File: config.mk
export PLATFORM = sky130hd
export DESIGN_NAME = bsg_thermometer_count_pipe
export DESIGN_NICKNAME = d
export VERILOG_FILES = /design/src/rtl/bsg_thermometer_count_pipe.sv
export SDC_FILE = /design/constraint.sdc
export NUM_CORES = 1
export LEC_CHECK = 0
export BUFFER_PORTS_ARGS = -buffer_cell sky130_fd_sc_hd__buf_2
export CORE_MARGIN = 2
export CORE_UTILIZATION = 48
export DETAILED_ROUTE_END_ITERATION = 8
export PLACE_DENSITY = 0.75
export SLEW_MARGIN = 30
export SYNTH_ARGS = -nofsm -noshare
export SYNTH_HDL_FRONTEND = slang
export SYNTH_SLANG_ARGS = --single-unit
File: constraint.sdc
create_clock -name clk_i -period 1.66 [get_ports clk_i]
set_input_delay 0.332 -clock clk_i [delete_from_list [all_inputs] [get_ports clk_i]]
set_output_delay 0.332 -clock clk_i [all_outputs]
set_load 0.05 [all_outputs]
File: src/rtl/bsg_thermometer_count_pipe.sv
// bsg_thermometer_count_pipe
//
// Two-stage pipelined thermometer-code to binary counter. The incoming code is
// normalised so it always fills from bit 0, registered in S1, then the count
// (index of the lowest 0) and a malformed-code flag are computed and registered
// in S2. A saturating statistic counts erroneous outputs taken by the consumer.
//
// Ports:
//   clk_i      - clock
//   reset_n_i  - asynchronous active-low reset
//   v_i        - input valid
//   data_i     - thermometer code (width_p bits)
//   ready_o    - block accepts data_i this cycle (combinational on yumi_i)
//   v_o        - output valid (S2)
//   count_o    - binary count (cnt_width_lp bits), 0 when v_o is low
//   err_o      - current output came from a malformed code, 0 when v_o is low
//   yumi_i     - consumer takes the output this cycle (only while v_o)
//   clr_i      - synchronous clear of the error counter; wins over an increment
//   err_cnt_o  - saturating count of consumed erroneous outputs
module bsg_thermometer_count_pipe #(
    parameter int width_p         = 16,
    parameter int msb_first_p     = 0,
    parameter int err_cnt_width_p = 8,
    localparam int cnt_width_lp   = $clog2(width_p + 1)
) (
    input  logic                       clk_i,
    input  logic                       reset_n_i,
    input  logic                       v_i,
    input  logic [width_p-1:0]         data_i,
    output logic                       ready_o,
    output logic                       v_o,
    output logic [cnt_width_lp-1:0]    count_o,
    output logic                       err_o,
    input  logic                       yumi_i,
    input  logic                       clr_i,
    output logic [err_cnt_width_p-1:0] err_cnt_o
);

    localparam logic [err_cnt_width_p-1:0] err_cnt_max_lp = '1;

    // Increment that sticks at all-ones instead of wrapping.
    function automatic logic [err_cnt_width_p-1:0] sat_inc(
        input logic [err_cnt_width_p-1:0] val
    );
        if (val == err_cnt_max_lp) begin
            return val;
        end
        return val + err_cnt_width_p'(1);
    endfunction

    logic [width_p-1:0]         d_norm;
    logic                       s2_load;
    logic                       accept;

    logic                       s1_v_q,     s1_v_d;
    logic [width_p-1:0]         s1_data_q,  s1_data_d;

    logic [cnt_width_lp-1:0]    cnt_c;
    logic                       err_c;
    logic                       seen_zero;

    logic                       s2_v_q,     s2_v_d;
    logic [cnt_width_lp-1:0]    s2_count_q, s2_count_d;
    logic                       s2_err_q,   s2_err_d;

    logic [err_cnt_width_p-1:0] err_cnt_q,  err_cnt_d;

    // Bit-reverse MSB-first codes so the fill always starts at bit 0.
    always_comb begin
        d_norm = data_i;
        if (msb_first_p != 0) begin
            for (int i = 0; i < width_p; i++) begin
                d_norm[i] = data_i[width_p-1-i];
            end
        end
    end

    // S2 refills whenever it is empty or being consumed; S1 drains under the
    // same condition, so ready_o never depends on v_i.
    assign s2_load = !s2_v_q || yumi_i;
    assign ready_o = !s1_v_q || s2_load;
    assign accept  = v_i && ready_o;

    // ---- input -> S1 ----
    always_comb begin
        s1_v_d    = s1_v_q;
        s1_data_d = s1_data_q;
        if (accept) begin
            s1_v_d    = 1'b1;
            s1_data_d = d_norm;
        end else if (s2_load) begin
            s1_v_d    = 1'b0;
        end
    end

    // Count is the position of the first 0; any 1 seen after it marks the
    // code as malformed. All-ones leaves the count at width_p.
    always_comb begin
        cnt_c     = cnt_width_lp'(width_p);
        err_c     = 1'b0;
        seen_zero = 1'b0;
        for (int i = 0; i < width_p; i++) begin
            if (!s1_data_q[i]) begin
                if (!seen_zero) begin
                    cnt_c = cnt_width_lp'(i);
                end
                seen_zero = 1'b1;
            end else if (seen_zero) begin
                err_c = 1'b1;
            end
        end
    end

    // ---- S1 -> S2 ----
    always_comb begin
        s2_v_d     = s2_v_q;
        s2_count_d = s2_count_q;
        s2_err_d   = s2_err_q;
        if (s2_load) begin
            // A bubble clears the result fields so idle outputs read 0.
            s2_v_d     = s1_v_q;
            s2_count_d = s1_v_q ? cnt_c : '0;
            s2_err_d   = s1_v_q && err_c;
        end
    end

    // ---- S2 -> error statistic ----
    always_comb begin
        err_cnt_d = err_cnt_q;
        if (clr_i) begin
            err_cnt_d = '0;
        end else if (s2_v_q && yumi_i && s2_err_q) begin
            err_cnt_d = sat_inc(err_cnt_q);
        end
    end

    always_ff @(posedge clk_i or negedge reset_n_i) begin
        if (!reset_n_i) begin
            s1_v_q     <= 1'b0;
            s1_data_q  <= '0;
            s2_v_q     <= 1'b0;
            s2_count_q <= '0;
            s2_err_q   <= 1'b0;
            err_cnt_q  <= '0;
        end else begin
            s1_v_q     <= s1_v_d;
            s1_data_q  <= s1_data_d;
            s2_v_q     <= s2_v_d;
            s2_count_q <= s2_count_d;
            s2_err_q   <= s2_err_d;
            err_cnt_q  <= err_cnt_d;
        end
    end

    assign v_o       = s2_v_q;
    assign count_o   = s2_count_q;
    assign err_o     = s2_err_q;
    assign err_cnt_o = err_cnt_q;

endmodule

==> impl_table.tex <==
\begin{tabular}{lr}
\hline
Metric & Value \\
\hline
\multicolumn{2}{l}{\textbf{Run status}} \\
Outcome & finished clean \\
\multicolumn{2}{l}{\textbf{Global routing}} \\
Maximum number of pins on one net before global-route repair & 33 \\
Aggregate global-route resource usage & 0.193 \\
First-pass GRT wire length & 5880 µm \\
Via count of the first global-routing pass & 1322 \\
Antenna violations before repair & 0 \\
Global-route congestion overflow total & 0 \\
\multicolumn{2}{l}{\textbf{Yosys}} \\
Synth top area share & 0.487 \\
Top cells by area, synth & sky130\_fd\_sc\_hd\_\_dfrtp\_1 49\%, sky130\_fd\_sc\_hd\_\_mux2\_2 11\%, sky130\_fd\_sc\_hd\_\_nand2\_1 4.1\%, sky130\_fd\_sc\_hd\_\_o21ai\_0 3.0\%, sky130\_fd\_sc\_hd\_\_xnor2\_1 2.7\% \\
Syn Inst Count & 157 \\
Unique cell type count in the Yosys netlist & 43 \\
Number of enable-type register cells in the synthesized netlist & 0 \\
Most area-hungry cell type in the Yosys netlist & sky130\_fd\_sc\_hd\_\_dfrtp\_1 \\
Synthesized Nets & 179 \\
Synthesis Warnings & 0 \\
Sequential area share after synthesis & 0.487 \\
Post-synthesis instance area & 1640 µm² \\
Share of flip-flops with an asynchronous set or reset & 1.00 \\
Synthesized flop and latch total & 32 \\
Top\_reg\_cell synth & sky130\_fd\_sc\_hd\_\_dfrtp\_1 \\
Syn Area/Cell & 10.5 µm² \\
\multicolumn{2}{l}{\textbf{Power and ir drop}} \\
Net switching power figure & 0.626 mW \\
Pwr dens & 886 nW/µm² \\
Design internal power & 1.25 mW \\
Net switching fraction of the power & 0.334 \\
Combinational power share & 0.266 \\
Peak supply drop & 0.000556 V \\
Static leakage & 0.927 nW \\
Sequential share of power & 0.511 \\
Portion of total power attributed to the clock network & 0.224 \\
\multicolumn{2}{l}{\textbf{Layout}} \\
Antenna Diode Count & 0 \\
Total Nets Final & 234 \\
Post-synthesis to final-layout area growth & 28.6\% \\
Share of final-layout standard cells stronger than drive strength 1 & 0.437 \\
Layout Utilization & 0.638 \\
Count of fill cells added during filler insertion & 299 \\
\multicolumn{2}{l}{\textbf{Setup path}} \\
CP Max Fanout & 2 \\
CP Data Arrival Time & 1.85 ns \\
Req. time, crit path & 1.87 ns \\
Series of cell instances along the critical path & nand4\_4, or4b\_1, a311o\_1, a211oi\_2, o211ai\_1 \\
Worst path max stage delay & 0.47 ns \\
CP endpoint kind & register \\
Classification of the worst setup path & register to register \\
CP max-delay cell & sky130\_fd\_sc\_hd\_\_or4b\_1 \\
Critical path launch point type & register \\
\multicolumn{2}{l}{\textbf{CTS}} \\
Count of H-tree levels built during CTS & 2 \\
Clock Latency Late Sink & 0.34 ns \\
CTS buffer count & 5 \\
Maximum buffer depth of the clock tree & 2 \\
\# clock sinks & 32 \\
CTS root buf & sky130\_fd\_sc\_hd\_\_clkbuf\_4 \\
CTS tree & yes \\
Clock-pin slew reported for the worst setup and hold paths after clock tree synthesis & 0.10 ns \\
Hold-fix buffer count after cts & 0 \\
\multicolumn{2}{l}{\textbf{Floorplan}} \\
Row cnt & 21 \\
Number of I/O pins & 37 \\
Die width & 62.5 µm \\
Die area & 3910 µm² \\
Vertical die dimension & 62.5 µm \\
Initial cell density of the core & 0.496 \\
Core Box Area & 3310 µm² \\
\multicolumn{2}{l}{\textbf{Timing}} \\
Post-route minimum period & 1.63 ns \\
Maximum frequency from static timing analysis & 613 MHz \\
Hold violation total from the final report & 0 \\
Final setup violation count & 0 \\
Worst-case headroom to the max-slew limit & 0.540 \\
Final Max Slew Viols & 0 \\
Clock tree skew after final layout & 0.0127 ns \\
Share of the clock period used by the worst path & 0.983 \\
Measured slew at the worst slew-check pin & 0.690 ns \\
Worst slack on hold paths & 0.0222 ns \\
Setup repair after global routing missed its margin & yes \\
\multicolumn{2}{l}{\textbf{Drt}} \\
Per-cell routed wire length & 13.5 µm \\
Final routed DRC violation total & 0 \\
Antenna-violating nets left & 0 \\
Router iterations before antenna repair & 4 \\
Total vias in the final route & 1384 \\
1st-iter DRT viols & 68 \\
Vias per cell & 5.34 \\
Routed wire length & 3500 µm \\
\multicolumn{2}{l}{\textbf{Place}} \\
DP HPWL & 2490 µm \\
Port bufs & 36 \\
Final GP Congestion & 0.930 \\
\multicolumn{2}{l}{\textbf{Hold path}} \\
Class of the worst hold path & input port to asynchronous set/reset pin \\
\multicolumn{2}{l}{\textbf{Run}} \\
Max-cap violation count & 0 \\
\hline
\end{tabular}
[critical path, delay by kind of cell (launching register included)]
family,cells,cell delay [ns]
AOI/OAI and AO/OA,3,0.55
DFF,1,0.39
and+or+nand+nor,2,0.58
[registers in the layout, summed over array words and instances (netlist names)]
| name | count |
|---|---|
| err_o | 1 |
| s1_data_q | 16 |
| err_cnt_o | 8 |
| count_o | 5 |
| v_o | 1 |
| s1_v_q | 1 |
[synth_stat cells (3+ instances only)]
| cell | count |
|---|---|
| sky130_fd_sc_hd__dfrtp_1 | 32 |
| sky130_fd_sc_hd__nand2_1 | 18 |
| sky130_fd_sc_hd__mux2_2 | 16 |
| sky130_fd_sc_hd__nor2_1 | 11 |
| sky130_fd_sc_hd__o21ai_0 | 10 |
| sky130_fd_sc_hd__nand3_1 | 7 |
| sky130_fd_sc_hd__nor3_1 | 6 |
| sky130_fd_sc_hd__inv_1 | 5 |
| sky130_fd_sc_hd__nor2b_1 | 5 |
| sky130_fd_sc_hd__xnor2_1 | 5 |
| sky130_fd_sc_hd__a31oi_1 | 3 |
| sky130_fd_sc_hd__nand2b_1 | 3 |
[stage by stage]
step | setup slack (ns) | power [mW] | TNS (ns) | cell area (µm²) | instances
2_1_floorplan | -0.00491 | 1.28 | -0.0491 | 1700 | 157
3_3_place_gp | 0.00426 | 1.42 | 0 | 1980 | 245
3_5_place_dp | -0.0487 | 1.44 | -0.0487 | 1980 | 245
4_1_cts | 0.0182 | 1.87 | 0 | 2060 | 255
5_1_grt | -0.0675 | 2.00 | -0.172 | 2110 | 259
6_report | 0.0278 | 1.87 | 0 | 2110 | 259
[power groups by stage]
stage               Clock [mW]  Combinational, mW  Sequential, mW
floorplan                    0              0.248            1.03
global placement             0              0.449           0.966
detailed placement           0              0.464           0.972
CTS                      0.438              0.483           0.954
global route             0.485              0.544           0.969
finish                   0.419              0.498           0.956
[area by class of cell]
cell class / count / area [µm²] / area share
clock inverters: 1 / 5.00 / 0.00237
repair buffers: 53 / 322 / 0.152
inverters: 5 / 18.8 / 0.00888
flip-flops and latches: 32 / 808 / 0.382
well taps: 46 / 57.6 / 0.0272
clock buffers: 7 / 45.0 / 0.0213
multi-input cells: 115 / 857 / 0.406
[timing repair]
item	4_1_cts	5_1_grt
gates resized for setup	4	5
buffers inserted	2	4
gates cloned	0	0
setup endpoints to repair	3	6
hold endpoints to repair	0	0
[final timing paths]
check	cells after the start	slack, ns	start	end
min in group clk_i	2	0.22	data_i[7]	s1_data_q[7]
max in group asynchronous	1	1.13	reset_n_i	s1_data_q[2]
setup reg to reg	5	0.03	s1_data_q[2]	err_o
hold reg to reg	2	0.49	count_o[3]	count_o[3]
hold / removal	1	0.02	reset_n_i	err_cnt_o[6]
setup / recovery	5	0.03	s1_data_q[2]	err_o
[layout by cell type (no fill, tap or decap), drive strengths merged, types with 2 or more instances in the layout]
cell type	n
nor3	7
clkbuf	7
buf	53
mux2i	2
nor2b	5
nand2b	3
a31oi	3
inv	5
dfrtp	32
o21ai	10
nand3	7
nand4	3
xnor2	5
nor4	2
nand2	18
a211oi	2
or2b	2
o2111ai	2
mux2	16
nor2	11
o31ai	2
a21oi	2
[layer usage]
layer  share of wire  wire length (µm)  track usage  up-vias
met5               0                 0            0        -
met4           0.023                82       0.0972        0
met3           0.052               182       0.0703        8
met2            0.51              1770        0.306       42
met1            0.42              1470        0.230      659
li1                -                 -            -      675
[cell families (layout without fill, tap and decap cells)]
kind of cell    Yosys count  in the layout  synth area share
flops                    32             32             0.487
fa+ha+maj                 1              1           0.00761
buf+inv                  10             66            0.0305
mux                      18             18             0.122
xor+xnor                  6              6            0.0320
simple gates             62             62             0.198
compound gates           28             28             0.123
Power figures use the tool's default switching activity.
